[config.mk]
export PLATFORM = sky130hd
export DESIGN_NAME = cpu_host_loader
export DESIGN_NICKNAME = d
export VERILOG_FILES = /design/src/rtl/cpu_host_loader_pkg.sv /design/src/rtl/run_budget_counter.sv /design/src/rtl/cpu_host_loader.sv
export SDC_FILE = /design/constraint.sdc
export NUM_CORES = 1
export LEC_CHECK = 0
export ABC_CLOCK_PERIOD_IN_PS = 4900
export BUFFER_PORTS_ARGS = -buffer_cell sky130_fd_sc_hd__buf_2
export CAP_MARGIN = 0
export CORE_AREA = 2 2 202 204
export CTS_CLUSTER_SIZE = 25
export DETAILED_ROUTE_END_ITERATION = 8
export DIE_AREA = 0 0 204 206
export PLACE_DENSITY_LB_ADDON = 0.05
export SYNTH_ARGS = -nofsm -noshare
export SYNTH_HDL_FRONTEND = slang
export SYNTH_SLANG_ARGS = --single-unit
export TNS_END_PERCENT = 20
[constraint.sdc]
create_clock -name clk -period 4.9 [get_ports clk]
set_clock_uncertainty 0.15 [all_clocks]
set_input_delay 0.49 -clock clk [delete_from_list [all_inputs] [get_ports clk]]
set_output_delay 0.49 -clock clk [all_outputs]
set_load 0.05 [all_outputs]
[src/rtl/cpu_host_loader_pkg.sv]
// Shared opcodes, FSM state encoding and default counter width for the host loader.
package cpu_host_loader_pkg;

  localparam int unsigned CNT_W_DEF = 32;

  localparam logic [2:0] OP_WR_IMEM = 3'd1;
  localparam logic [2:0] OP_WR_DMEM = 3'd2;
  localparam logic [2:0] OP_RD_IMEM = 3'd3;
  localparam logic [2:0] OP_RD_DMEM = 3'd4;
  localparam logic [2:0] OP_RUN     = 3'd5;
  localparam logic [2:0] OP_HALT    = 3'd6;

  typedef enum logic [2:0] {
    ST_IDLE,
    ST_WRITE,
    ST_RD_REQ,
    ST_RD_WAIT,
    ST_RUN
  } state_t;

endpackage

[src/rtl/run_budget_counter.sv]
// Cycle counter for a CPU run: loads a budget, counts enabled cycles, saturates, flags expiry.
module run_budget_counter
  import cpu_host_loader_pkg::*;
#(
  parameter int unsigned CNT_W = CNT_W_DEF
) (
  input  logic             clk,
  input  logic             arst_n,
  input  logic             load,
  input  logic [CNT_W-1:0] budget,
  input  logic             run,
  output logic             expired,
  output logic [CNT_W-1:0] count
);

  logic [CNT_W-1:0] count_q;
  logic [CNT_W-1:0] budget_q;
  logic [CNT_W-1:0] count_inc;

  // count includes the current cycle while running, so the completing edge sees the final total
  always_comb begin
    count_inc = (&count_q) ? count_q : count_q + 1'b1;
    count     = run ? count_inc : count_q;
    expired   = run && (|budget_q) && (count_inc == budget_q);
  end

  always_ff @(posedge clk or negedge arst_n) begin
    if (!arst_n) begin
      count_q  <= '0;
      budget_q <= '0;
    end else if (load) begin
      count_q  <= '0;
      budget_q <= budget;
    end else if (run) begin
      count_q  <= count_inc;
    end
  end

endmodule

[src/rtl/cpu_host_loader.sv]
// Host-side command initiator: memory port writes/reads and budgeted CPU run gating.
module cpu_host_loader
  import cpu_host_loader_pkg::*;
#(
  parameter int unsigned CNT_W = CNT_W_DEF
) (
  input  logic        clk,
  input  logic        arst_n,
  input  logic        cmd_valid,
  output logic        cmd_ready,
  input  logic [2:0]  cmd_op,
  input  logic [63:0] cmd_addr,
  input  logic [63:0] cmd_data,
  output logic        rsp_valid,
  input  logic        rsp_ready,
  output logic [63:0] rsp_data,
  output logic        rsp_err,
  output logic        enable,
  output logic [63:0] addr_ext,
  output logic        wen_ext,
  output logic        ren_ext,
  output logic [31:0] wdata_ext,
  input  logic [31:0] rdata_ext,
  output logic [63:0] addr_ext_2,
  output logic        wen_ext_2,
  output logic        ren_ext_2,
  output logic [63:0] wdata_ext_2,
  input  logic [63:0] rdata_ext_2
);

  state_t state, state_n;

  logic        rdy_q;
  logic [63:0] addr_q;
  logic [63:0] data_q;
  logic        dmem_q;
  logic        done_pend;
  logic [63:0] done_cnt;

  logic        cmd_fire;
  logic        rsp_free;
  logic        rsp_load;
  logic [63:0] rsp_data_n;
  logic        rsp_err_n;
  logic        pend_set;
  logic        pend_clr;
  logic        lat_cmd;
  logic        lat_dmem;
  logic        ctr_load;
  logic        ctr_expired;
  logic [CNT_W-1:0] ctr_count;
  logic        run_end;
  logic        halt_fire;
  logic        err_fire;

  run_budget_counter #(.CNT_W(CNT_W)) u_run_budget_counter (
    .clk     (clk),
    .arst_n  (arst_n),
    .load    (ctr_load),
    .budget  (cmd_data[CNT_W-1:0]),
    .run     (enable),
    .expired (ctr_expired),
    .count   (ctr_count)
  );

  always_ff @(posedge clk or negedge arst_n) begin
    if (!arst_n) begin
      state <= ST_IDLE;
    end else begin
      state <= state_n;
    end
  end

  always_comb begin
    state_n     = state;
    rsp_load    = 1'b0;
    rsp_data_n  = '0;
    rsp_err_n   = 1'b0;
    pend_set    = 1'b0;
    pend_clr    = 1'b0;
    lat_cmd     = 1'b0;
    lat_dmem    = 1'b0;
    ctr_load    = 1'b0;
    halt_fire   = 1'b0;
    err_fire    = 1'b0;
    run_end     = 1'b0;

    cmd_ready   = rdy_q && !rsp_valid && (state == ST_IDLE || state == ST_RUN);
    cmd_fire    = cmd_valid && cmd_ready;
    rsp_free    = !rsp_valid || rsp_ready;
    enable      = (state == ST_RUN);

    wen_ext     = (state == ST_WRITE)  && !dmem_q;
    ren_ext     = (state == ST_RD_REQ) && !dmem_q;
    wen_ext_2   = (state == ST_WRITE)  &&  dmem_q;
    ren_ext_2   = (state == ST_RD_REQ) &&  dmem_q;
    addr_ext    = (wen_ext   || ren_ext)   ? addr_q : '0;
    addr_ext_2  = (wen_ext_2 || ren_ext_2) ? addr_q : '0;
    wdata_ext   = wen_ext   ? data_q[31:0] : '0;
    wdata_ext_2 = wen_ext_2 ? data_q       : '0;

    case (state)
      ST_IDLE: begin
        if (done_pend && rsp_ready) begin
          rsp_load   = 1'b1;
          rsp_data_n = done_cnt;
          pend_clr   = 1'b1;
        end else if (cmd_fire) begin
          case (cmd_op)
            OP_WR_IMEM, OP_WR_DMEM: begin
              state_n  = ST_WRITE;
              lat_cmd  = 1'b1;
              lat_dmem = (cmd_op == OP_WR_DMEM);
            end
            OP_RD_IMEM, OP_RD_DMEM: begin
              state_n  = ST_RD_REQ;
              lat_cmd  = 1'b1;
              lat_dmem = (cmd_op == OP_RD_DMEM);
            end
            OP_RUN: begin
              state_n  = ST_RUN;
              ctr_load = 1'b1;
            end
            OP_HALT: begin
              rsp_load = 1'b1;
            end
            default: begin
              rsp_load  = 1'b1;
              rsp_err_n = 1'b1;
            end
          endcase
        end
      end
      ST_WRITE: begin
        state_n  = ST_IDLE;
        rsp_load = 1'b1;
      end
      ST_RD_REQ: begin
        state_n = ST_RD_WAIT;
      end
      ST_RD_WAIT: begin
        state_n    = ST_IDLE;
        rsp_load   = 1'b1;
        rsp_data_n = dmem_q ? rdata_ext_2 : {32'h0, rdata_ext};
      end
      ST_RUN: begin
        halt_fire = cmd_fire && (cmd_op == OP_HALT);
        err_fire  = cmd_fire && (cmd_op != OP_HALT);
        run_end   = ctr_expired || halt_fire;
        if (err_fire) begin
          rsp_load  = 1'b1;
          rsp_err_n = 1'b1;
        end
        // a completion that cannot take the response slot now is parked until the slot drains
        if (run_end) begin
          state_n = ST_IDLE;
          if (err_fire || !rsp_free) begin
            pend_set = 1'b1;
          end else begin
            rsp_load   = 1'b1;
            rsp_data_n = 64'(ctr_count);
          end
        end
      end
      default: begin
        state_n = ST_IDLE;
      end
    endcase
  end

  always_ff @(posedge clk or negedge arst_n) begin
    if (!arst_n) begin
      rdy_q     <= 1'b0;
      addr_q    <= '0;
      data_q    <= '0;
      dmem_q    <= 1'b0;
      rsp_valid <= 1'b0;
      rsp_data  <= '0;
      rsp_err   <= 1'b0;
      done_pend <= 1'b0;
      done_cnt  <= '0;
    end else begin
      rdy_q <= 1'b1;
      if (lat_cmd) begin
        addr_q <= cmd_addr;
        data_q <= cmd_data;
        dmem_q <= lat_dmem;
      end
      if (rsp_load) begin
        rsp_valid <= 1'b1;
        rsp_data  <= rsp_data_n;
        rsp_err   <= rsp_err_n;
      end else if (rsp_valid && rsp_ready) begin
        rsp_valid <= 1'b0;
        rsp_data  <= '0;
        rsp_err   <= 1'b0;
      end
      if (pend_set) begin
        done_pend <= 1'b1;
        done_cnt  <= 64'(ctr_count);
      end else if (pend_clr) begin
        done_pend <= 1'b0;
        done_cnt  <= '0;
      end
    end
  end

endmodule

[Yosys cells after proc, flatten, opt, wreduce, memory -nomap -nowiden]
Index checks and enable logic that the tools add are counted.
W data, S select, Z words.
Operators by class
  add/subtract/negate cells: 1
  equal/unequal tests: 16
  multiplexer cells: 54
  reductions and logical operators: 34
Operators with widths (count)
  $mux W64: 9
  $mux W32: 6
  $pmux W64 S3: 1
  $add A32 B1 Y32 const B: 1
  $eq A32 B32 Y1: 1
  $reduce_and A32 Y1: 1
  $reduce_or A32 Y1: 1
  $mux W1: 30
  $pmux W3 S3: 2
  $logic_and A1 B1 Y1: 13
  $eq A3 B2 Y1 const B: 4
  $eq A3 B3 Y1 const B: 4
  $mux W3: 3
  $eq A3 B1 Y1 const B: 2
  $logic_or A1 B1 Y1: 6
  $ne A2 B2 Y1 const B: 3
  $reduce_or A2 Y1: 3
  $reduce_or A6 Y1: 1
  $reduce_or A5 Y1: 1
  $ne A4 B1 Y1 const B: 1
  $pmux W1 S2: 2
  $reduce_and A4 Y1: 1
  $reduce_bool A2 Y1: 2
  $reduce_or A4 Y1: 1
  other kinds (4): 6
Word-level totals
  register bits: 328
  input bits: 231
  output and inout bits: 296
  word-level logic and storage cells: 117

[Depth between registers and ports, before layout]
  word-level depth: 10
  depth in mapped cells: 16
  gate-level depth less buffers: 11

[Cells and area by module]
Synthesis repeated with hierarchy kept, for this count alone.
Second synthesis, totals
  cell total of the unflattened synthesis: 1417
  area total of the unflattened synthesis: 15715.1 um2
Modules (own cells, without submodules)
  cpu_host_loader: times used 1, cells each 988, area each 11443.5 um2, seq. area each 5805.6 um2
  run_budget_counter: times used 1, cells each 429, area each 4271.6 um2, seq. area each 1601.5 um2

[Worst setup path before layout]
OpenSTA, ideal clock, no wires.
  kind: register to register
  from: register rsp_valid
  to: register u_run_budget_counter.budget_q[10]
  setup time: 125 ps
  arrival time: 4456 ps
  required time: 4625 ps
  path slack: 169 ps
  cell stages (with the launch flop): 8
  buffers on the path: 1
  clock period less this slack: 4731 ps
  path through: dfrtp_1 nor4b_1 nand2_1 a21oi_1 nand2_1 nor3_1 clkbuf_1 mux2_2
On the way
  longest elaborated chain between the ends: 7
Ends and longest elaborated chain
  start: declaration: RTL line cpu_host_loader.sv:14  | output logic rsp_valid,
  start signal: assignment: RTL line cpu_host_loader.sv:177  | rsp_valid <= 1'b0;
  start signal: assignment: RTL line cpu_host_loader.sv:190  | rsp_valid <= 1'b1;
  start signal: assignment: RTL line cpu_host_loader.sv:194  | rsp_valid <= 1'b0;
  $logic_not A1 Y1: RTL line cpu_host_loader.sv:88  | cmd_ready = rdy_q && !rsp_valid && (state == ST_IDLE || state == ST_RUN);
  $logic_and A1 B1 Y1 (2 in series): RTL line cpu_host_loader.sv:88
  named net cmd_ready: RTL line cpu_host_loader.sv:10  | output logic cmd_ready,
  $logic_and A1 B1 Y1: RTL line cpu_host_loader.sv:89  | cmd_fire = cmd_valid && cmd_ready;
  $mux W1: RTL line cpu_host_loader.sv:108  | end else if (cmd_fire) begin
  $mux W1: RTL line cpu_host_loader.sv:104  | if (done_pend && rsp_ready) begin
  $mux W1: RTL line cpu_host_loader.sv:102  | case (state)
  end signal: assignment: RTL line run_budget_counter.sv:33  | budget_q <= budget;
  end: declaration: RTL line run_budget_counter.sv:17  | logic [CNT_W-1:0] budget_q;
The timed path passes the listed nets, and every way through them passes these cells.
A chain may end at the register's enable or synchronous reset.

[Worst setup path after layout]
  from: register u_run_budget_counter.count_q[2]
  to: register rsp_data[40]
On the way
  longest elaborated chain between the ends: 8
  elaborated cells on any way between the ends: 10
  those cells by class: add/sub (1); eq/ne (1); mux (4); reduce/logical (4)
Ends and longest elaborated chain
  start: declaration: RTL line run_budget_counter.sv:16  | logic [CNT_W-1:0] count_q;
  start signal: assignment: RTL line run_budget_counter.sv:35  | count_q <= count_inc;
  $add A32 B1 Y32 or $reduce_and A32 Y1 (tied branches): RTL line run_budget_counter.sv:22  | count_inc = (&count_q) ? count_q : count_q + 1'b1;
  $mux W32 *: RTL line run_budget_counter.sv:22
  $eq A32 B32 Y1 *: RTL line run_budget_counter.sv:24  | expired = run && (|budget_q) && (count_inc == budget_q);
  $logic_and A1 B1 Y1 *: RTL line run_budget_counter.sv:24
  $logic_or A1 B1 Y1 *: RTL line cpu_host_loader.sv:149  | run_end = ctr_expired || halt_fire;
  $mux W1 *: RTL line cpu_host_loader.sv:155  | if (run_end) begin
  $pmux W1 S3 *: RTL line cpu_host_loader.sv:102
  $mux W64 or $reduce_bool A2 Y1 (tied branches)
  end signal: assignment: RTL line cpu_host_loader.sv:191  | rsp_data <= rsp_data_n;
  end: declaration: RTL line cpu_host_loader.sv:16  | output logic [63:0] rsp_data,
Every way passes the cells marked *; elsewhere a longest branch is shown, timed or not.

==> results.yml <==
setup_path:
  rrSetupSlack_ps: 250
  worstRegToRegCells: 14
  regToRegStartpoint: "u_run_budget_counter.count_q[2]"
  cp-end-kind: "flip-flop"
  startpoint_type: "flip-flop"
  crit_type: "flip-flop to flip-flop"
  crit_path_start: "u_run_budget_counter.count_q[2]"
  required_ps: 5170
  cp_max_fo: 32
  crit_end: "rsp_data[40]"
  critPathArrivalTime_ps: 4930
  r2r_end: "rsp_data[40]"
die:
  die_x_um: 204
  dieHeight_um: 206
  start_util_pct: 40.27
  io_pins: 527
  dieArea_um2: 42020
  num_rows: 74
  core_um2: 40180
sta:
  fmax_mhz: 215.0
  finalHoldViolCount: 0
  whs_ps: 19.20
  max_slew_margin_pct: 31.29
  setup_tns_ps: 0
  post-route-min-period_ps: 4652
  rsz0062_at_grt: "no"
  finalSetupViolations: 0
  worst_pin_slew_ps: 1023
  slew_violations: 0
  timing.final.crit_share_pct: 94.94
synthesis:
  yosys.area.top_type: "dfrtp_1"
  avgSynthCellArea_um2: 10.28
  netlist.area_leader.share_pct: 45.77
  synth_nets: 1806
  synth_area_um2: 16180
  synth_edf_count: 0
  ys_ff_latch: 296
  async_flop_share_pct: 100.0
  synth_cells: 1574
  seq_area_frac_synth_pct: 45.77
  synth-main-ff-cell: "dfrtp_1"
  ys_warn_count: 0
  synth.area.top_cells: "dfrtp_1 46%, mux2_2 12%, nor2b_1 5.1%, and2_1 4.8%, mux2i_1 2.7%"
  synth.distinct_cells: 76
grt:
  gr-usage-met2_pct: 53.41
  grt_pass1_wl_um: 94560
  grt_pass1_vias: 14010
  grt_use_met1_pct: 38.85
  top_usage_layer: "met2"
  overflow: 0
  met3_usage_pct: 6.039
  grt_max_degree: 103
  antenna_found_initial: 5
  grt_usage_pct: 30.85
detailed_routing:
  postRouteAntennaNets: 0
  firstDrtPassIters: 5
  via_per_inst: 5.380
  drt_iter0_markers: 1060
  wl_per_cell_um: 24.64
  drc_errors: 0
  routed_wl_um: 65910
  dr_total_vias: 14390
placed_design:
  dp_hpwl_um: 51460
  place_congestion: 0.9296
  io_buffer_count: 526
  placed_cells: 2608
outcome:
  status: "finished clean"
finish:
  drive_gt1_share_pct: 40.05
  nets: 2350
  areaGrowthSynthToFinish_pct: 29.53
  fin_cells: 2675
  final_util_pct: 52.16
  layout_commonest_cell: "buf_2"
  layout_common_cells: "525 x buf_2, 295 x dfrtp_1, 167 x mux2_2"
clock_network:
  tritoncts: "yes"
  clk-insertion-delay-late_ps: 550
  post_cts_buffers: 0
  cts_root_buffer: "clkbuf_16"
  cts_made_buffers: 36
  clockBufferDepth: 3
  clk_pin_slew_ps: 60
  clkSinkCount: 296
  htreeDepth: 2
hold_path:
  hold_path_class: "input port to flip-flop"
power_and_ir_drop:
  leakage_nw: 10.35
  power_density_nw_per_um2: 616.6
  ir_drop_mv: 0.3648
run:
  cap_violations: 0
==> cells in the mapped netlist, types with 3 or more instances <==
master,instances
nand4_2,3
or4_1,7
nand2b_1,12
xnor2_1,45
nor3_1,34
buf_2,28
nor4_1,20
nand2_1,103
nand4b_1,3
a21oi_1,38
a211oi_1,4
dfrtp_1,296
o21ai_0,55
mux2_2,167
and2_1,123
nand3_1,33
a221o_1,37
clkbuf_1,79
nor4_2,3
inv_1,23
nor2_1,83
xor2_1,32
o211ai_1,3
buf_1,3
nand4_1,23
o32ai_1,3
mux2_1,7
nor2b_1,133
or3_1,11
buf_6,5
o21a_1,6
mux2i_1,44
a22o_1,32
a31oi_1,4
and4_1,8
and3_1,14
a21o_1,3
==> per-stage QoR <==
stage / total power [W] / setup WS, ps / cell area (um2)
after CTS: 0.01297 / 177.5 / 20940
after floorplan: 0.008171 / 169.1 / 16180
final: 0.01293 / 248.1 / 20960
after global placement: 0.01035 / 172.9 / 19810
after global routing: 0.01357 / 36.14 / 20960
after detailed placement: 0.01040 / 194.9 / 19810
==> power by group <==
part	internal, W	total (W)	switching, W
clock network	0.00148	0.00252	0.00104
registers	0.00331	0.00427	0.000965
logic	0.00214	0.00613	0.00399
total	0.00693	0.0129	0.00599
==> what timing repair did <==
| action | 4_1_cts | 5_1_grt |
|---|---|---|
| hold endpoints to repair | 102 | 0 |
| hold buffers | 4 | 0 |
| endpoints found under the setup margin | 0 | 91 |
| gates resized for setup | 0 | 2 |
==> final cells by class <==
cell class | count | area [um2]
clock inverters | 4 | 31.28
repair buffers | 623 | 3468
well taps | 532 | 665.6
multi-input cells | 1138 | 8235
flip-flops and latches | 296 | 7408
clock buffers | 56 | 1059
fillers | 3797 | 19220
inverters | 23 | 86.33
diodes | 3 | 7.507
==> per-layer routing <==
metal  up-vias  share of wire [%]
met2       505                 50
met3       103                6.2
li1       6613                  -
met4         0                3.2
met5         -                  0
met1      7170                 41
==> registers in the layout (all words and copies together), names as in the netlist <==
signal and flops:
data_q 64, rsp_data 64, done_pend 1, addr_q 64, rdy_q 1, rsp_err 1
done_cnt 32, rsp_valid 1, dmem_q 1, state 3, u_run_budget_counter.budget_q 32, u_run_budget_counter.count_q 32
==> cells by family (layout without fill, tap and decap cells) <==
kind of cell,Yosys count,in the layout,share of synthesized area (%)
other,1,4,0.02317
and+or+nand+nor,627,627,21.67
xor gates and xnor gates,79,79,4.415
buffers and inverters,140,706,3.726
muxes,218,218,14.83
adders and majority gates,1,1,0.07730
DFF,296,296,45.77
AOI/OAI and AO/OA,212,212,9.487
==> worst max-delay path, cell delays in order (launching register included) <==
cell     delay, ps
dfrtp_1        570
nand3_1        200
buf_4          210
nor4_2         390
buf_4          250
nand2_1        200
o211a_1        280
nor4_1         380
nand4_1        210
or4_4          590
nor4_4         370
o31ai_4        120
buf_12         200
buf_12         170
a22o_1         190
==> worst min path at each step <==
stage               slack [ps]       startpoint  depth (start not counted)            to
global placement           330     rsp_data[44]                          1  rsp_data[44]
global route                 5  rdata_ext_2[58]                          2  rsp_data[58]
floorplan                   40           arst_n                          0     addr_q[0]
CTS                        0.5     cmd_data[46]                          2    data_q[46]
detailed placement         330     rsp_data[53]                          1  rsp_data[53]
finish                      20     cmd_data[63]                          2    data_q[63]
No activity file was read; power rests on OpenSTA's default activity.
